==> src/rtl/scan_pos_gen.sv <==
// Scan-coordinate generator for the FAST corner pipeline: walks the interior region
// (BORDER margin removed) in raster or serpentine order and offers each position on valid/ready.
module scan_pos_gen #(
  parameter int SIZE     = 10,
  parameter int BORDER   = 3,
  parameter int STRIDE_W = 4
) (
  input  logic                clk,
  input  logic                n_rst,
  input  logic                start,
  input  logic                abort,
  input  logic                mode,
  input  logic [STRIDE_W-1:0] stride,
  input  logic [SIZE-1:0]     max_x,
  input  logic [SIZE-1:0]     max_y,
  output logic                busy,
  output logic                pos_valid,
  input  logic                pos_ready,
  output logic [SIZE-1:0]     curr_x,
  output logic [SIZE-1:0]     curr_y,
  output logic                row_start,
  output logic                dir,
  output logic                last,
  output logic                done,
  output logic                cfg_err
);
  localparam int              W       = SIZE + 1;
  localparam logic [W-1:0]    LO_W    = W'(BORDER);
  localparam logic [SIZE-1:0] LO      = SIZE'(BORDER);
  localparam logic [W-1:0]    MIN_DIM = W'(2 * BORDER + 1);
  localparam logic [W-1:0]    HI_OFS  = W'(BORDER + 1);

  typedef enum logic [1:0] {IDLE, SETUP, SCAN, DONE} state_t;

  state_t              state_q;
  logic                mode_q;
  logic [STRIDE_W-1:0] stride_q;
  logic [SIZE-1:0]     max_x_q, max_y_q;
  logic [W-1:0]        x_acc_q, y_acc_q;
  logic [SIZE-1:0]     x_last_q, y_last_q, curr_x_q, curr_y_q;
  logic                busy_q, pos_valid_q, row_start_q, dir_q, last_q, done_q, cfg_err_q;

  logic            cfg_bad, x_adv, y_adv, handshake, row_end;
  logic [W-1:0]    x_hi, y_hi, x_step, y_step;
  logic [SIZE-1:0] stride_s, x_d, y_d;
  logic            dir_d, row_start_d, last_d;

  assign cfg_bad   = (stride == '0) || ({1'b0, max_x} < MIN_DIM) || ({1'b0, max_y} < MIN_DIM);
  // Bounds are only consulted after a valid config was latched, so they cannot underflow.
  assign x_hi      = {1'b0, max_x_q} - HI_OFS;
  assign y_hi      = {1'b0, max_y_q} - HI_OFS;
  assign x_step    = x_acc_q + W'(stride_q);
  assign y_step    = y_acc_q + W'(stride_q);
  assign x_adv     = (x_step <= x_hi);
  assign y_adv     = (y_step <= y_hi);
  assign stride_s  = SIZE'(stride_q);
  assign handshake = pos_valid_q && pos_ready;

  always_comb begin
    row_end     = dir_q ? (curr_x_q == LO) : (curr_x_q == x_last_q);
    x_d         = curr_x_q;
    y_d         = curr_y_q;
    dir_d       = dir_q;
    row_start_d = 1'b0;
    if (!row_end) begin
      x_d = dir_q ? (curr_x_q - stride_s) : (curr_x_q + stride_s);
    end else begin
      y_d         = curr_y_q + stride_s;
      row_start_d = 1'b1;
      if (mode_q) begin
        dir_d = ~dir_q;
      end else begin
        x_d   = LO;
        dir_d = 1'b0;
      end
    end
    last_d = (y_d == y_last_q) && (dir_d ? (x_d == LO) : (x_d == x_last_q));
  end

  always_ff @(posedge clk or negedge n_rst) begin
    if (!n_rst) begin
      state_q     <= IDLE;
      mode_q      <= 1'b0;
      stride_q    <= '0;
      max_x_q     <= '0;
      max_y_q     <= '0;
      x_acc_q     <= '0;
      y_acc_q     <= '0;
      x_last_q    <= '0;
      y_last_q    <= '0;
      curr_x_q    <= '0;
      curr_y_q    <= '0;
      busy_q      <= 1'b0;
      pos_valid_q <= 1'b0;
      row_start_q <= 1'b0;
      dir_q       <= 1'b0;
      last_q      <= 1'b0;
      done_q      <= 1'b0;
      cfg_err_q   <= 1'b0;
    end else begin
      done_q    <= 1'b0;
      cfg_err_q <= 1'b0;
      if (abort) begin
        state_q     <= IDLE;
        busy_q      <= 1'b0;
        pos_valid_q <= 1'b0;
        row_start_q <= 1'b0;
        dir_q       <= 1'b0;
        last_q      <= 1'b0;
      end else begin
        case (state_q)
          IDLE: begin
            if (start) begin
              if (cfg_bad) begin
                cfg_err_q <= 1'b1;
              end else begin
                mode_q   <= mode;
                stride_q <= stride;
                max_x_q  <= max_x;
                max_y_q  <= max_y;
                x_acc_q  <= LO_W;
                y_acc_q  <= LO_W;
                busy_q   <= 1'b1;
                state_q  <= SETUP;
              end
            end
          end
          SETUP: begin
            if (x_adv) x_acc_q <= x_step;
            if (y_adv) y_acc_q <= y_step;
            if (!x_adv && !y_adv) begin
              x_last_q    <= x_acc_q[SIZE-1:0];
              y_last_q    <= y_acc_q[SIZE-1:0];
              curr_x_q    <= LO;
              curr_y_q    <= LO;
              dir_q       <= 1'b0;
              row_start_q <= 1'b1;
              last_q      <= (x_acc_q == LO_W) && (y_acc_q == LO_W);
              pos_valid_q <= 1'b1;
              state_q     <= SCAN;
            end
          end
          SCAN: begin
            if (handshake) begin
              if (last_q) begin
                state_q     <= DONE;
                busy_q      <= 1'b0;
                pos_valid_q <= 1'b0;
                row_start_q <= 1'b0;
                dir_q       <= 1'b0;
                last_q      <= 1'b0;
                done_q      <= 1'b1;
              end else begin
                curr_x_q    <= x_d;
                curr_y_q    <= y_d;
                dir_q       <= dir_d;
                row_start_q <= row_start_d;
                last_q      <= last_d;
              end
            end
          end
          DONE: state_q <= IDLE;
          default: state_q <= IDLE;
        endcase
      end
    end
  end

  assign busy      = busy_q;
  assign pos_valid = pos_valid_q;
  assign curr_x    = curr_x_q;
  assign curr_y    = curr_y_q;
  assign row_start = row_start_q;
  assign dir       = dir_q;
  assign last      = last_q;
  assign done      = done_q;
  assign cfg_err   = cfg_err_q;
endmodule

==> config.mk <==
export PLATFORM = sky130hd
export DESIGN_NAME = scan_pos_gen
export DESIGN_NICKNAME = d
export VERILOG_FILES = /design/src/rtl/scan_pos_gen.sv
export SDC_FILE = /design/constraint.sdc
export NUM_CORES = 1
export LEC_CHECK = 0
export ABC_AREA = 1
export CORE_MARGIN = 4
export CORE_UTILIZATION = 55
export DETAILED_ROUTE_END_ITERATION = 6
export PLACE_DENSITY = 0.84
export SKIP_CTS_REPAIR_TIMING = 1
export SKIP_LAST_GASP = 1
export SYNTH_ARGS = -nofsm -noshare
export SYNTH_HDL_FRONTEND = slang
export SYNTH_SLANG_ARGS = --single-unit
==> constraint.sdc <==
create_clock -name clk -period 4.4 [get_ports clk]
set_input_delay 0.66 -clock clk [delete_from_list [all_inputs] [get_ports clk]]
set_output_delay 0.66 -clock clk [all_outputs]
set_load 0.05 [all_outputs]
# ---- Word-level counts from Yosys, hierarchy flattened
# Index checks and enable logic that the tools add are counted.
dict set report totals {
  register_bits 96
  latchBits 0
  ram_bits 0
  mem_bits_ro 0
  input_bits 30
  output_inout_bits 27
  memories 0
}
dict set report classes {
  add_sub_neg 7
  n_mul 0
  div 0
  magnitude_cmp 4
  eq_ne 22
  n_shift 0
  muxes 60
  n_bitwise 3
  n_reduce_logical 23
}
# op count
set op_table {}
lappend op_table {{10-bit 2-to-1 mux} 9}
lappend op_table {{11-bit 2-to-1 mux} 4}
lappend op_table {{11-bit one-hot mux with 2 select lines} 2}
lappend op_table {{10-bit one-hot mux with 2 select lines} 2}
lappend op_table {{1-bit 2-to-1 mux} 31}
lappend op_table {{10-bit == test} 3}
lappend op_table {{5-bit AND reduction} 5}
lappend op_table {{11-bit by 4-bit adder with 11-bit output} 2}
lappend op_table {{11-bit by 2-bit == test with 1-bit output (second input constant)} 2}
lappend op_table {{11-bit <= comparator} 2}
lappend op_table {{10-bit by 3-bit subtractor with 11-bit output (second input constant)} 2}
lappend op_table {{10-bit by 4-bit adder with 10-bit output} 2}
lappend op_table {{10-bit by 2-bit == test with 1-bit output (second input constant)} 2}
lappend op_table {{10-bit by 3-bit less-than comparator with 1-bit output (second input constant)} 2}
lappend op_table {{3-bit inequality test (second input constant)} 5}
lappend op_table {{2-bit inequality test (second input constant)} 7}
lappend op_table {{2-bit 2-to-1 mux} 6}
lappend op_table {{1-bit one-hot mux with 2 select lines} 5}
lappend op_table {{10-bit by 4-bit subtractor with 10-bit output} 1}
lappend op_table {{2-bit one-hot mux with 4 select lines} 1}
lappend op_table {{4-bit AND reduction} 2}
lappend op_table {{3-bit AND reduction} 2}
lappend op_table {{3-bit nonzero test} 2}
lappend op_table {{2-bit == test (second input constant)} 2}
lappend op_table {{8 further kinds} 16}

# ---- Depth between registers and ports, before layout
# Gate-level depths: netlist of run 1.
dict set report depth {
  word_depth 10
  depth_mapped 26
  ltp_nobuf 25
}

# ---- Worst setup path after synthesis of run 1
# Ideal clock, no wire load.
dict set report synth_path {
  path_type {register -> register}
  from {reg stride_q[0]}
  to {reg curr_x_q[0] (netlist: curr_x[0])}
  setup_time_ps 119
  arrival_ps 3483
  required_ps 4281
  slack_ps 797
  stages_incl_launch_ff 26
  path_buffers 1
  period_less_slack_ps 3603
  cell_sequence {dfrtp_1 -> ha_1 -> fa_1 -> a21oi_1 -> nor2_1 -> nor2_1 -> nor2_1 -> inv_1 -> nor2_1 -> nand2_1 -> nor3_1 -> xor2_1 -> ha_1 -> nand2_1 -> nor3_1 -> inv_1 -> o221ai_1 -> nand2_1 -> o21ai_1 -> nand2_1 -> inv_1 -> nand2_1 -> inv_1 -> clkbuf_1 -> nand3_1 -> o21a_1}
}
dict set report synth_between {
  elab_chain_cells 6
}
# item line
set synth_lines {}
lappend synth_lines {{start: declaration} 37} ;# logic [STRIDE_W-1:0] stride_q;
lappend synth_lines {{start signal: assignment} 118} ;# stride_q <= stride;
lappend synth_lines {{11-bit by 4-bit adder with 11-bit output (tied with other cells)} 52} ;# assign x_step = x_acc_q + W'(stride_q);
lappend synth_lines {{11-bit <= comparator (tied with other cells)} 54} ;# assign x_adv = (x_step <= x_hi);
lappend synth_lines {{1-bit logical NOT / 10-bit 2-to-1 mux (equally long branches)} {131, 65}}
lappend synth_lines {{1-bit logical AND / 10-bit 2-to-1 mux (equally long branches)} {131, 145}}
lappend synth_lines {{2-bit inequality test (no line) / 10-bit 2-to-1 mux (equally long branches)} n/a}
lappend synth_lines {{5-bit AND reduction (no line) / 10-bit one-hot mux with 2 select lines (equally long branches)} n/a}
lappend synth_lines {{end signal: assignment} 91} ;# curr_x_q <= '0;
lappend synth_lines {{end signal: assignment} 134} ;# curr_x_q <= LO;
lappend synth_lines {{end signal: assignment} 154} ;# curr_x_q <= x_d;
lappend synth_lines {{end: declaration} 40} ;# logic [SIZE-1:0] x_last_q, y_last_q, curr_x_q, curr_y_q;
# Parallel ways exist; a longest one is shown, timed or not. The select of a mux whose other input is x is not followed.
# A chain may end at the register's enable or synchronous reset.

# ---- Worst setup path in the final report of run 1
dict set report layout_path {
  from {reg stride_q[0]}
  to {reg curr_x_q[3] (netlist: curr_x[3])}
}
# Same word-level chain as after synthesis.

==> results.ini, run 1 <==
[final_layout]
multiInputGateArea_sq_um = 4043
area_growth_pct = 13.15
final_common_cell = nand2_1
drive_above_1_share_pct = 4.276
fillCellCount = 1163
diodes = 0
most-common-layout-cells = nand2_1, inv_1, dfrtp_1
seqCellArea_sq_um = 2404
final_core_util_pct = 63.56
nNetsFinal = 1111
final_cells = 1201

[logic_synthesis]
ys_warn_count = 0
async_reset_ff_share_pct = 100.0
synth-edff-count = 0
syn_area_sq_um = 7089
ys.flop_type = dfrtp_1
synth_nets = 1068
synth_cell_types = 48
syn_inst = 984
avgSynthCellArea_sq_um = 7.205
synth.area.top_cells = dfrtp_1, nand2_1, ha_1
yosysSeqAreaShare_pct = 33.89
synth_top_area_cell = dfrtp_1
ys_ff_latch = 96
synth_top_area_share_pct = 33.89

[floorplan]
die_height_um = 121.5
dieWidth_um = 121.5
initial_core_util_pct = 56.18
die_area_sq_um = 14770
pin_count = 57
num_rows = 41
coreArea_sq_um = 12620

[place]
placedCellCount = 1188
gp_congestion = 0.9401
io_buffer_count = 56
dp_hpwl_um = 13300

[clock_tree]
cts_buffers = 9
root_buffer = clkbuf_16
cts.htree.levels = 3
clk-insertion-delay-late_ns = 0.35
clock_sinks = 96
cts.path.max_buffers = 2
clk_pin_slew_worst_paths_ns = 0.06
cts_tree = built

[power_and_ir_drop]
power_density_nw_per_um2 = 811.1
power_mw = 6.507
vdd_drop_max_uv = 360.3
leakagePower_nw = 4.025

[timing]
worst_slew_pin_slew_ns = 0.9178
relSlewSlack_pct = 38.81
period_share_pct = 90.46
drv_slew = 0
clock_skew_ns = 0.006950
rsz0062_at_grt = false
period_minus_slack_ns = 3.980
finalSetupViolations = 0
finalSetupTns_ns = 0
fmax_ghz = 0.2513
hold_ws_ns = 0.4244
hold_viol = 0

[flow_run]
max-cap-violations = 0

[routing]
drt_iter0_markers = 620
viasPerCell = 5.495
finalWirelength_um = 17650
drtAntennaViolNets = 0
drc = 0
first_pass_iters = 6
wl_per_cell_um = 14.70
vias = 6599

[min_path]
min_path_type = in2async

[worst_setup_path]
start_kind = flip-flop
worstSetupPathType = reg2reg
crit_path_max_incr_delay_ns = 0.47
path_max_fanout = 11
cp_num_buf_inv = 5
crit_path_end_kind = flip-flop
critPathTopFamily = simple AND/OR/NAND/NOR gates
crit_slowest_cell = dfrtp_1
cpMostUsedCell = nand2_1
required_ns = 4.67
cp.arrival_ns = 4.25

[global_route]
grt_max_degree = 72
overflow = 0
track_usage_pct = 24.71
antenna_found_initial = 0
first_global_vias = 6090
grt_pass1_wl_um = 28990

[run_status]
status = completed

-- logic make-up (layout without fill, tap and decap cells) --
family / after synthesis / in the layout / synth area share (%)
and+or+nand+nor: 465 / 465 / 28.91
DFF: 96 / 96 / 33.89
muxes: 7 / 7 / 1.112
adders and majority gates: 54 / 54 / 9.954
xor gates and xnor gates: 35 / 35 / 4.324
AOI/OAI and AO/OA: 164 / 164 / 12.73
buffers and inverters: 163 / 208 / 9.089
-- registers in the layout, indices dropped and copies added (netlist names), 2 cells and up --
| signal | cells |
|---|---|
| x_acc_q | 11 |
| y_acc_q | 11 |
| curr_x | 10 |
| curr_y | 10 |
| max_x_q | 10 |
| max_y_q | 10 |
| x_last_q | 10 |
| y_last_q | 10 |
| stride_q | 4 |
| state_q | 2 |
-- stage by stage --
stage	setup WS [ns]	cell area [sq um]
3_5_place_dp	0.3441	7759
4_1_cts	0.3422	8020
6_report	0.4199	8021
3_3_place_gp	0.4750	7759
5_1_grt	0.01489	8021
2_1_floorplan	0.7974	7089
-- Yosys cell counts (2+ instances only) --
cell type	instances
o21a_1	5
nor3_1	11
xor2_1	25
o31ai_1	8
buf_6	3
xnor2_1	10
o21ai_0	89
or3_1	2
dfrtp_1	96
o21ai_2	4
mux2_2	7
nand2_2	3
or2_2	2
a21oi_1	41
nand3b_1	12
nand4_1	13
fa_1	4
o22ai_1	4
nor2_1	66
nor4_1	6
buf_4	2
a31oi_1	2
clkinv_1	3
clkbuf_1	20
buf_1	2
nor2_4	2
nand2_1	264
ha_1	50
inv_1	130
o21ai_1	3
buf_2	2
nand3_1	77
-- worst paths after layout --
kind                                          from  cells after the start                      end  slack (ns)
max in group asynchronous                    n_rst                      2   y_acc_q[7]$_DFFE_PN0P_        3.04
max                        stride_q[0]$_DFFE_PN0P_                     25    curr_x[3]$_DFFE_PN0P_        0.42
min                                          n_rst                      1   max_x_q[4]$_DFFE_PN0P_        0.42
max reg2reg                stride_q[0]$_DFFE_PN0P_                     25    curr_x[3]$_DFFE_PN0P_        0.42
min in group clk           y_last_q[1]$_DFFE_PN0P_                      2  y_last_q[1]$_DFFE_PN0P_        0.49
min reg2reg                y_last_q[1]$_DFFE_PN0P_                      2  y_last_q[1]$_DFFE_PN0P_        0.49
-- cell type report --
| class | instances | share of cell area [%] |
|---|---|---|
| clock buffers | 12 | 3.198 |
| clock inverters | 1 | 0.06239 |
| inverters | 134 | 6.270 |
| multi-input cells | 725 | 50.40 |
| flip-flops and latches | 96 | 29.96 |
| well taps | 172 | 2.683 |
| repair buffers | 61 | 7.425 |
-- metal layers --
layer	track usage (%)	vias up	routed length [um]
li1	-	3302	-
met3	3.575	41	1079
met2	40.31	227	8237
met1	33.20	3029	7779
met4	10.08	0	555
met5	0	-	0
-- worst reg2reg max path, cell delays in order (launching register included) --
cell      delay (ns)
dfrtp_1         0.47
ha_1            0.27
fa_1            0.40
a21oi_1         0.16
nor2_1          0.05
nor2_1          0.11
nor2_1          0.05
inv_1           0.08
nor2_1          0.06
nand2_1         0.08
nor3_1          0.06
xor2_1          0.16
ha_1            0.31
nand2_1         0.06
nor3_1          0.24
inv_1           0.07
o221ai_1        0.16
nand2_1         0.12
o21ai_1         0.18
nand2_1         0.07
inv_1           0.10
nand2_1         0.09
inv_2           0.16
buf_4           0.20
nand3_1         0.07
o21ai_0         0.11
-- power breakdown --
part	internal (mW)	switching [mW]	leakage, nW	total, mW
logic	1.48	2.71	2.66	4.20
registers	1.19	0.390	1.23	1.58
clock network	0.404	0.326	0.130	0.730
Note: power is estimated with default switching activity, not from simulation.
==> inputs of run 2 (changes only) <==
==> constraint.sdc (replaced) <==
create_clock -name clk -period 3.72 [get_ports clk]
set_input_delay 0.558 -clock clk [delete_from_list [all_inputs] [get_ports clk]]
set_output_delay 0.558 -clock clk [all_outputs]
set_load 0.05 [all_outputs]
==> results.ini, run 2 (same netlist as run 1, synthesis figures left out) <==
[clock_tree]
cts.path.max_buffers = 2  ; unchanged
cts_tree = built  ; unchanged
clk-insertion-delay-late_ns = 0.35  ; about the same
root_buffer = clkbuf_16  ; unchanged
clk_pin_slew_worst_paths_ns = 0.07  ; was 0.06 ns
cts_buffers = 9  ; unchanged
clock_sinks = 96  ; unchanged
cts.htree.levels = 3  ; unchanged

[worst_setup_path]
worstSetupPathType = reg2reg  ; unchanged
cpMostUsedCell = nor2_1  ; was nand2_1
crit_slowest_cell = dfrtp_2  ; was dfrtp_1
start_kind = flip-flop  ; unchanged
cp.arrival_ns = 3.89  ; was 4.25 ns
crit_path_end_kind = flip-flop  ; unchanged
timing.rr.end = curr_x[5]$_DFFE_PN0P_  ; was curr_x[3]$_DFFE_PN0P_
cp_num_buf_inv = 4  ; was 5
r2r-start = stride_q[0]$_DFFE_PN0P_  ; unchanged
required_ns = 3.97  ; was 4.67 ns
path_max_fanout = 20  ; was 11
path_cells = ha_4 -> fa_2 -> a21oi_2 -> nor2_1 -> nor2_1 -> nor2_1 -> inv_1 -> nor2_1 -> nand2_1 -> nor3_1 -> xor2_1 -> ha_1 -> nand2_2 -> nor3_2 -> inv_1 -> o221ai_1 -> nand2_1 -> o21ai_2 -> nand2_1 -> inv_2 -> nand2_4 -> buf_6 -> o31ai_1
r2r_slack_ns = 0.09  ; was 0.42 ns
crit_path_max_incr_delay_ns = 0.45  ; was 0.47 ns
critPathTopFamily = simple AND/OR/NAND/NOR gates  ; unchanged
rr_worst_depth = 23  ; was 25

[place]
gp_congestion = 0.9304  ; was 0.9401
dp_hpwl_um = 13410  ; was 13300 um
io_buffer_count = 56  ; unchanged

[timing]
clock_skew_ns = 0.008766  ; was 0.006950 ns
drv_slew = 0  ; unchanged
finalSetupTns_ns = 0  ; unchanged
hold_viol = 0  ; unchanged
relSlewSlack_pct = 46.57  ; was 38.81%
period_share_pct = 97.62  ; was 90.46%
finalSetupViolations = 0  ; unchanged
period_minus_slack_ns = 3.632  ; was 3.980 ns
worst_slew_pin_slew_ns = 0.8014  ; was 0.9178 ns
fmax_ghz = 0.2754  ; was 0.2513 GHz
rsz0062_at_grt = true  ; was false
hold_ws_ns = 0.2912  ; was 0.4244 ns

[floorplan]
die_height_um = 121.5  ; unchanged
initial_core_util_pct = 56.18  ; unchanged
num_rows = 41  ; unchanged
pin_count = 57  ; unchanged
dieWidth_um = 121.5  ; unchanged
coreArea_sq_um = 12620  ; unchanged
die_area_sq_um = 14770  ; unchanged

[power_and_ir_drop]
pwr-share-seq_pct = 22.4  ; was 24.3%
leakagePower_nw = 4.229  ; was 4.025 nW
power_density_nw_per_um2 = 975.1  ; was 811.1 nW/um^2
comb_power_share_pct = 64.6  ; was 64.5%
intPower_mw = 4.093  ; was 3.078 mW
switching_share_pct = 50.85  ; was 52.70%
clkPwrFrac_pct = 13.0  ; was 11.2%
power_switching_mw = 4.235  ; was 3.429 mW
vdd_drop_max_uv = 536.3  ; was 360.3 uV

[routing]
drc = 0  ; unchanged
drt_iter0_markers = 857  ; was 620
first_pass_iters = 6  ; unchanged
wl_per_cell_um = 15.35  ; was 14.70 um
finalWirelength_um = 18860  ; was 17650 um
vias = 6964  ; was 6599
drtAntennaViolNets = 0  ; unchanged
viasPerCell = 5.666  ; was 5.495

[global_route]
grt_pass1_wl_um = 30030  ; was 28990 um
first_global_vias = 6414  ; was 6090
overflow = 0  ; unchanged
grt_max_degree = 62  ; was 72
track_usage_pct = 25.15  ; was 24.71%
antenna_found_initial = 0  ; unchanged

[flow_run]
max-cap-violations = 0  ; unchanged

[final_layout]
drive_above_1_share_pct = 10.03  ; was 4.276%
final_common_cell = nand2_1  ; unchanged
most-common-layout-cells = nand2_1, inv_1, dfrtp_1  ; unchanged
nNetsFinal = 1137  ; was 1111
diodes = 0  ; unchanged
reg.largest.list = x_acc_q x11, y_acc_q x11  ; unchanged
area_growth_pct = 20.47  ; was 13.15%
fillCellCount = 1058  ; was 1163

[min_path]
min_path_type = in2async  ; unchanged

[run_status]
status = completed  ; unchanged

==> run 2: routing by layer <==
| metal | global-route usage [%] | wire [um] |
|---|---|---|
| met5 | 0 | 0 |
| met4 | 7.773 | 579 |
| met3 | 4.643 | 1130 |
| met2 | 43.32 | 9397 |
| met1 | 32.24 | 7753 |
==> run 2: through the flow <==
stage / cells / worst slack (ns) / util, % / area, sq um / power (mW)
2_1_floorplan: 984 / 0.1174 / - / 7089 / 5.508
3_3_place_gp: 1205 / 0.03825 / 62.69 / 7911 / 6.687
3_5_place_dp: 1205 / -0.08984 / 62.69 / 7911 / 6.822
4_1_cts: 1220 / -0.1509 / 65.41 / 8254 / 7.983
5_1_grt: 1229 / -0.1502 / 67.68 / 8541 / 9.107
6_report: 1229 / 0.08843 / 67.68 / 8541 / 8.328
==> run 2: power groups by stage <==
| stage | clock (mW) | sequential (mW) | combinational (mW) |
|---|---|---|---|
| floorplan | 0 | 2.01 | 3.50 |
| global placement | 0 | 1.82 | 4.87 |
| detailed placement | 0 | 1.83 | 4.99 |
| CTS | 1.09 | 1.82 | 5.07 |
| global route | 1.14 | 1.92 | 6.05 |
| finish | 1.08 | 1.87 | 5.38 |
==> run 2: how the worst max path moves through the flow <==
stage,startpoint,endpoint,cells after the start
4_1_cts,stride_q[0]$_DFFE_PN0P_,curr_x[6]$_DFFE_PN0P_,25
6_report,stride_q[0]$_DFFE_PN0P_,curr_x[5]$_DFFE_PN0P_,23
2_1_floorplan,stride_q[0]$_DFFE_PN0P_,curr_x[0]$_DFFE_PN0P_,25
3_5_place_dp,stride_q[0]$_DFFE_PN0P_,curr_x[6]$_DFFE_PN0P_,25
5_1_grt,stride_q[0]$_DFFE_PN0P_,curr_y[2]$_DFFE_PN0P_,26
3_3_place_gp,stride_q[0]$_DFFE_PN0P_,curr_x[4]$_DFFE_PN0P_,25
==> run 2: cell type report <==
type / count / area [sq um] / share of cell area, %
multi-input cells: 725 / 4219 / 49.40
flip-flops and latches: 96 / 2407 / 28.19
repair buffers: 87 / 848.3 / 9.933
well taps: 172 / 215.2 / 2.520
clock inverters: 5 / 103.9 / 1.216
inverters: 134 / 508.0 / 5.948
clock buffers: 10 / 239.0 / 2.798
==> run 2: worst register-to-register path, cell delays in order, from the launching register on <==
cell and delay, ns:
dfrtp_2 0.45, ha_4 0.18, fa_2 0.36, a21oi_2 0.14, nor2_1 0.05, nor2_1 0.14, nor2_1 0.07, inv_1 0.08
nor2_1 0.06, nand2_1 0.09, nor3_1 0.06, xor2_1 0.16, ha_1 0.33, nand2_2 0.06, nor3_2 0.13, inv_1 0.06
o221ai_1 0.15, nand2_1 0.13, o21ai_2 0.19, nand2_1 0.08, inv_2 0.09, nand2_4 0.07, buf_6 0.18, o31ai_1 0.22
